`src/rtl/dynaq_episode_sequencer_if.sv`:
```
// Board keys, datapath command/completion and reporter handshakes of the Dyna-Q episode sequencer.
// master = sequencer side, slave = controls/datapath/reporter side.
interface dynaq_episode_sequencer_if;
  logic       start_i;
  logic       next_i;
  logic [4:0] start_location;
  logic       cmd_valid;
  logic       cmd_mode;
  logic [4:0] cmd_state;
  logic       cmd_ready;
  logic       done_valid;
  logic [4:0] done_next_state;
  logic       done_goal;
  logic       report_valid;
  logic [7:0] report_data;
  logic       report_ready;
  logic       busy;
  logic [7:0] episode_cnt;
  logic [4:0] state_o;

  modport master (
    input  start_i, next_i, start_location, cmd_ready, done_valid,
           done_next_state, done_goal, report_ready,
    output cmd_valid, cmd_mode, cmd_state, report_valid, report_data,
           busy, episode_cnt, state_o
  );

  modport slave (
    output start_i, next_i, start_location, cmd_ready, done_valid,
           done_next_state, done_goal, report_ready,
    input  cmd_valid, cmd_mode, cmd_state, report_valid, report_data,
           busy, episode_cnt, state_o
  );
endinterface

```
`src/rtl/dynaq_episode_sequencer.sv`:
```
// Dyna-Q episode scheduler: one real step then N_PLAN planning updates until goal or budget; Moore outputs.
// Command and report are valid/ready and hold stable payload until accepted; completion takes >= 1 cycle.
module dynaq_episode_sequencer #(
  parameter int N_PLAN     = 5,
  parameter int MAX_STEPS  = 100,
  parameter int NUM_STATES = 25
) (
  input logic                        clk,
  input logic                        reset,
  dynaq_episode_sequencer_if.master  bus
);
  localparam int              PW        = (N_PLAN > 1) ? $clog2(N_PLAN) : 1;
  localparam logic [PW-1:0]   PLAN_LAST = PW'((N_PLAN > 0) ? N_PLAN - 1 : 0);
  localparam logic [7:0]      MAX_S     = 8'(MAX_STEPS);
  localparam logic [5:0]      NS        = 6'(NUM_STATES);

  typedef enum logic [2:0] {
    IDLE, REAL_ISSUE, REAL_WAIT, PLAN_ISSUE, PLAN_WAIT, REPORT, DONE
  } state_t;

  state_t         state, state_nxt;
  logic [4:0]     cur_state;
  logic [7:0]     step_cnt;
  logic [PW-1:0]  plan_cnt;
  logic           goal_flag;
  logic [7:0]     episode_cnt;

  logic           ep_load, real_done, plan_done, report_done;
  logic [7:0]     step_inc;
  logic [4:0]     start_clamped;

  assign step_inc      = (step_cnt == 8'hFF) ? step_cnt : step_cnt + 8'd1;
  assign start_clamped = ({1'b0, bus.start_location} >= NS) ? 5'd0 : bus.start_location;

  always_ff @(posedge clk or posedge reset) begin
    if (reset) state <= IDLE;
    else       state <= state_nxt;
  end

  always_comb begin
    state_nxt   = state;
    ep_load     = 1'b0;
    real_done   = 1'b0;
    plan_done   = 1'b0;
    report_done = 1'b0;
    case (state)
      IDLE: begin
        if (bus.start_i) begin
          ep_load   = 1'b1;
          state_nxt = REAL_ISSUE;
        end
      end
      REAL_ISSUE: if (bus.cmd_ready) state_nxt = REAL_WAIT;
      REAL_WAIT: begin
        if (bus.done_valid) begin
          real_done = 1'b1;
          // Without planning the end check must see the values being written this cycle
          if (N_PLAN > 0)                                  state_nxt = PLAN_ISSUE;
          else if (bus.done_goal || step_inc == MAX_S)     state_nxt = REPORT;
          else                                             state_nxt = REAL_ISSUE;
        end
      end
      PLAN_ISSUE: if (bus.cmd_ready) state_nxt = PLAN_WAIT;
      PLAN_WAIT: begin
        if (bus.done_valid) begin
          if (plan_cnt == PLAN_LAST) begin
            if (goal_flag || step_cnt == MAX_S) state_nxt = REPORT;
            else                                state_nxt = REAL_ISSUE;
          end else begin
            plan_done = 1'b1;
            state_nxt = PLAN_ISSUE;
          end
        end
      end
      REPORT: begin
        if (bus.report_ready) begin
          report_done = 1'b1;
          state_nxt   = DONE;
        end
      end
      DONE: begin
        if (bus.start_i || bus.next_i) begin
          ep_load   = 1'b1;
          state_nxt = REAL_ISSUE;
        end
      end
      default: state_nxt = IDLE;
    endcase
  end

  always_ff @(posedge clk or posedge reset) begin
    if (reset) begin
      cur_state   <= 5'd0;
      step_cnt    <= 8'd0;
      plan_cnt    <= '0;
      goal_flag   <= 1'b0;
      episode_cnt <= 8'd0;
    end else begin
      if (ep_load) begin
        cur_state <= start_clamped;
        step_cnt  <= 8'd0;
        goal_flag <= 1'b0;
      end
      if (real_done) begin
        cur_state <= bus.done_next_state;
        step_cnt  <= step_inc;
        goal_flag <= bus.done_goal;
        plan_cnt  <= '0;
      end
      if (plan_done)   plan_cnt    <= plan_cnt + PW'(1);
      if (report_done) episode_cnt <= episode_cnt + 8'd1;
    end
  end

  assign bus.cmd_valid    = (state == REAL_ISSUE) || (state == PLAN_ISSUE);
  assign bus.cmd_mode     = (state == PLAN_ISSUE);
  assign bus.cmd_state    = (state == REAL_ISSUE) ? cur_state : 5'd0;
  assign bus.report_valid = (state == REPORT);
  assign bus.report_data  = (state == REPORT) ? step_cnt : 8'd0;
  assign bus.busy         = (state != IDLE) && (state != DONE);
  assign bus.episode_cnt  = episode_cnt;
  assign bus.state_o      = cur_state;
endmodule

```
`src/flat_wrapper.sv`:
```
// flat-port wrapper written by rule: the top's interface ports become plain ports
module dynaq_episode_sequencer_flat 
#(
  parameter int N_PLAN     = 5,
  parameter int MAX_STEPS  = 100,
  parameter int NUM_STATES = 25
)
  (clk, reset, bus_start_i, bus_next_i, bus_start_location, bus_cmd_ready, bus_done_valid, bus_done_next_state, bus_done_goal, bus_report_ready, bus_cmd_valid, bus_cmd_mode, bus_cmd_state, bus_report_valid, bus_report_data, bus_busy, bus_episode_cnt, bus_state_o);
  dynaq_episode_sequencer_if bus_i ();
  input logic clk;
  input logic reset;
  input wire logic [$bits(bus_i.start_i)-1:0] bus_start_i;
  input wire logic [$bits(bus_i.next_i)-1:0] bus_next_i;
  input wire logic [$bits(bus_i.start_location)-1:0] bus_start_location;
  input wire logic [$bits(bus_i.cmd_ready)-1:0] bus_cmd_ready;
  input wire logic [$bits(bus_i.done_valid)-1:0] bus_done_valid;
  input wire logic [$bits(bus_i.done_next_state)-1:0] bus_done_next_state;
  input wire logic [$bits(bus_i.done_goal)-1:0] bus_done_goal;
  input wire logic [$bits(bus_i.report_ready)-1:0] bus_report_ready;
  output wire logic [$bits(bus_i.cmd_valid)-1:0] bus_cmd_valid;
  output wire logic [$bits(bus_i.cmd_mode)-1:0] bus_cmd_mode;
  output wire logic [$bits(bus_i.cmd_state)-1:0] bus_cmd_state;
  output wire logic [$bits(bus_i.report_valid)-1:0] bus_report_valid;
  output wire logic [$bits(bus_i.report_data)-1:0] bus_report_data;
  output wire logic [$bits(bus_i.busy)-1:0] bus_busy;
  output wire logic [$bits(bus_i.episode_cnt)-1:0] bus_episode_cnt;
  output wire logic [$bits(bus_i.state_o)-1:0] bus_state_o;
  assign bus_i.start_i = bus_start_i;
  assign bus_i.next_i = bus_next_i;
  assign bus_i.start_location = bus_start_location;
  assign bus_i.cmd_ready = bus_cmd_ready;
  assign bus_i.done_valid = bus_done_valid;
  assign bus_i.done_next_state = bus_done_next_state;
  assign bus_i.done_goal = bus_done_goal;
  assign bus_i.report_ready = bus_report_ready;
  assign bus_cmd_valid = bus_i.cmd_valid;
  assign bus_cmd_mode = bus_i.cmd_mode;
  assign bus_cmd_state = bus_i.cmd_state;
  assign bus_report_valid = bus_i.report_valid;
  assign bus_report_data = bus_i.report_data;
  assign bus_busy = bus_i.busy;
  assign bus_episode_cnt = bus_i.episode_cnt;
  assign bus_state_o = bus_i.state_o;
  dynaq_episode_sequencer #(.N_PLAN(N_PLAN), .MAX_STEPS(MAX_STEPS), .NUM_STATES(NUM_STATES)) u_core (.clk(clk), .reset(reset), .bus(bus_i));
endmodule
```
`config.mk`:
```
export PLATFORM = sky130hd
export DESIGN_NAME = dynaq_episode_sequencer_flat
export DESIGN_NICKNAME = d
export VERILOG_FILES = /design/src/rtl/dynaq_episode_sequencer_if.sv /design/src/rtl/dynaq_episode_sequencer.sv /design/src/flat_wrapper.sv
export SDC_FILE = /design/constraint.sdc
export NUM_CORES = 1
export LEC_CHECK = 0
export BUFFER_PORTS_ARGS = -buffer_cell sky130_fd_sc_hd__buf_4
export CELL_PAD_IN_SITES_DETAIL_PLACEMENT = 2
export CELL_PAD_IN_SITES_GLOBAL_PLACEMENT = 2
export CORE_ASPECT_RATIO = 0.8
export CORE_UTILIZATION = 33
export DETAILED_ROUTE_END_ITERATION = 6
export GPL_ROUTABILITY_DRIVEN = 0
export HOLD_SLACK_MARGIN = 0.06
export PLACE_DENSITY_LB_ADDON = 0.1
export SLEW_MARGIN = 25
export SYNTH_ARGS = -nofsm -noshare
export SYNTH_HDL_FRONTEND = slang
export SYNTH_SLANG_ARGS = --single-unit
export TNS_END_PERCENT = 10
```
`constraint.sdc`:
```
create_clock -name clk -period 3.45 [get_ports clk]
set_clock_uncertainty 0.1 [all_clocks]
set_input_delay 0.345 -clock clk [delete_from_list [all_inputs] [get_ports clk]]
set_output_delay 0.345 -clock clk [all_outputs]
set_load 0.005 [all_outputs]
```
==> out/metrics.yaml <==
cts_buffer_depth: 2
antenna_violating_nets_post_route: 0
detailed_place.area_um2: 2110
insertedDiodeCount: 0
fp.dieW_um: 82.85
grt_first_pass_wirelength_um: 8259
asyncSetResetFlopFracSynth_pct: 100.0
fin_nets: 240
cp-start-kind: "flip-flop"
setup_viol: 0
design.core.area_um2: 5007
cp_max_fo: 24
synth.cell_area_um2: 1725
post-route-cell-area_um2: 2181
grt_usage_pct: 19.15
timing.slew.headroom_pct: 53.03
yosysUniqueCellTypes: 52
maximum_number_of_pins_on_one_net_before_global_route_repair: 29
worst_hold_path_type: "in -> async"
fin_util_pct: 43.55
initial_antenna_violation_count: 0
drv_cap: 0
detailedRoute.firstPassIterationCount: 4
dr.first_iter.drc_count: 90
post-route-drc-count: 0
initial_utilization_pct: 34.46
setup_tns_ns: 0
clkSinkCount: 28
port-buffer-count: 47
commonest_cells_after_routing_fill_and_taps_aside: "sky130_fd_sc_hd__buf_4, sky130_fd_sc_hd__dfrtp_1, sky130_fd_sc_hd__nand3_1"
route.detailed.vias_per_inst: 5.486
cts-hold-fix-buffers: 0
peakVddDrop_mv: 0.3116
synth-seq-area-share_pct: 40.61
clock.fmax_mhz: 404.4
critical_path_required_ns: 3.00
ys_seq_elements: 28
fin_total_pwr_w: 0.001528
cts.htree.levels: 1
cp_data_arrival_time_ns: 2.03
total_leakage_power_nw: 1.047
clock-root-buffer: "sky130_fd_sc_hd__clkbuf_8"
syn_to_final_growth_pct: 26.40
synth.yosys.warnings: 0
cts_buffer_count: 3
setup.worst_path.class: "reg -> out"
layout_worst_path_cycle_share_pct: 71.67
route.final.wire_length_um: 4991
die_h_um: 66.68
layout_setup_ws_ns: 0.9775
layout-drive-gt1-share_pct: 28.70
final-hold-violation-count: 0
pwr_density_nw_per_um2: 700.5
wire_per_inst_um: 17.95
cts_tree: "built"
post_cts_resize_count: 0
via_count: 1525
syn_inst: 173
ios: 48
synth_edf_count: 0
final.fill_count: 569
finalCriticalPeriod_ns: 2.473
layout.cells.most_common: "sky130_fd_sc_hd__buf_4"
crit_path_to: "bus_cmd_state[4]"
clk_slew_on_worst_s_h_paths_ns: 0.11
dieArea_um2: 5524
rsz0062_at_grt: "false"
critical_path.reg2reg.endpoint: "u_core.step_cnt[5]"
dp.final_hpwl_um: 3713
pre_cts_slack_ns: 1.313
worst-r2r-setup-slack_ns: 1.26
synthesized_net_count: 196
rows: 23
cts_post_setup_buffers_inserted: 0
run_status: "completed"
synthesis.area_per_instance_um2: 9.973
final_max_slew_viol_count: 0
worstSkewPairLatency_ns: 0.28
cp-startpoint: "u_core.state[0]"
first_global_vias: 1624
sequential_cell_area_um2: 700.7
critical_path.endpoint_type: "output port"
synth_top_flop_cell: "sky130_fd_sc_hd__dfrtp_1"
worstRegToRegCells: 4
multi_input_area_um2: 948.4
tightest_slew_ns: 0.7046
r2r_path_start: "u_core.state[0]"
globalRouteOverflowTotal: 0
## layer usage
layer,part of all wire (%),wire (um),GRT usage (%)
met2,52,2573,36.58
met1,45,2245,22.45
met3,2.8,140,3.841
met4,0.62,31,3.879
met5,0,0,0
## cells in the mapped netlist, types with 2 or more instances
cell / n / share of area, %
sky130_fd_sc_hd__and2_1: 10 / 3.6
sky130_fd_sc_hd__o31ai_1: 2 / 0.87
sky130_fd_sc_hd__mux2_2: 3 / 2.0
sky130_fd_sc_hd__nand2_1: 11 / 2.4
sky130_fd_sc_hd__buf_2: 4 / 1.2
sky130_fd_sc_hd__o211ai_1: 2 / 0.87
sky130_fd_sc_hd__nand2b_1: 4 / 1.5
sky130_fd_sc_hd__o21ai_1: 3 / 0.87
sky130_fd_sc_hd__a21oi_1: 5 / 1.5
sky130_fd_sc_hd__xor2_1: 4 / 2.0
sky130_fd_sc_hd__a211oi_1: 2 / 0.87
sky130_fd_sc_hd__clkbuf_1: 2 / 0.44
sky130_fd_sc_hd__a22o_1: 3 / 1.5
sky130_fd_sc_hd__nor3b_1: 2 / 0.87
sky130_fd_sc_hd__o21ai_0: 2 / 0.58
sky130_fd_sc_hd__nand3_1: 13 / 3.8
sky130_fd_sc_hd__dfrtp_1: 28 / 41
sky130_fd_sc_hd__nor2_1: 5 / 1.1
sky130_fd_sc_hd__nor2b_1: 2 / 0.73
sky130_fd_sc_hd__a21o_1: 2 / 0.87
sky130_fd_sc_hd__and3_1: 11 / 4.0
sky130_fd_sc_hd__ha_1: 5 / 3.6
sky130_fd_sc_hd__a221o_1: 3 / 1.7
sky130_fd_sc_hd__mux2i_1: 5 / 2.9
sky130_fd_sc_hd__o221ai_1: 2 / 1.0
sky130_fd_sc_hd__inv_1: 8 / 1.7
sky130_fd_sc_hd__xnor2_1: 5 / 2.5
## worst min-delay path by stage
stage / from / to / slack, ns / cells after the start
finish: reset / u_core.bus.episode_cnt[6] / 0.04 / 2
global route: reset / u_core.bus.episode_cnt[5] / 0.08 / 2
CTS: reset / u_core.bus.episode_cnt[6] / 0.06 / 2
detailed placement: u_core.bus.episode_cnt[7] / u_core.bus.episode_cnt[7] / 0.37 / 1
global placement: u_core.bus.episode_cnt[7] / u_core.bus.episode_cnt[7] / 0.36 / 1
floorplan: reset / u_core.bus.episode_cnt[0] / 0.31 / 1
## state kept, by name, summed over array words and instances (netlist names)
name and count:
u_core.goal_flag 1, u_core.bus.state_o 5, u_core.plan_cnt 3, u_core.step_cnt 8, u_core.bus.episode_cnt 8, u_core.state 3
## report_power, final
| part | total [W] | switching [W] | internal [W] |
|---|---|---|---|
| clock network | 0.000269 | 0.000113 | 0.000156 |
| logic | 0.000672 | 0.000326 | 0.000346 |
| registers | 0.000586 | 0.000163 | 0.000423 |
| total | 0.00153 | 0.000603 | 0.000925 |
## stage by stage
step                      hold WS (ns)  cells
final                          0.04210    278
after CTS                      0.06353    278
after detailed placement        0.3734    274
after global routing           0.07891    278
after floorplan                 0.3104    173
after global placement          0.3634    274
## final cells by class
class,instances,area share [%]
multi-input combinational,129,43.49
sequential,28,32.13
timing repair buffer,47,16.18
tap,62,3.557
clock buffer,3,1.893
clock inverter,1,1.377
inverter,8,1.377
## worst max-delay path, stage by stage, from the launching register on
cell and delay [ns]:
sky130_fd_sc_hd__dfrtp_1 0.81, sky130_fd_sc_hd__nand2b_1 0.29, sky130_fd_sc_hd__nor2_1 0.34, sky130_fd_sc_hd__and2_1 0.19
sky130_fd_sc_hd__buf_4 0.11
## logic make-up after synthesis
| kind of cell | count (synthesis) | synth area share, % |
|---|---|---|
| mux | 8 | 4.859 |
| compound gates | 37 | 17.19 |
| buf+inv | 16 | 4.424 |
| flops | 28 | 40.61 |
| simple gates | 70 | 24.73 |
| xor+xnor | 9 | 4.568 |
| fa+ha+maj | 5 | 3.626 |
No activity file was read; power rests on OpenSTA's default activity.
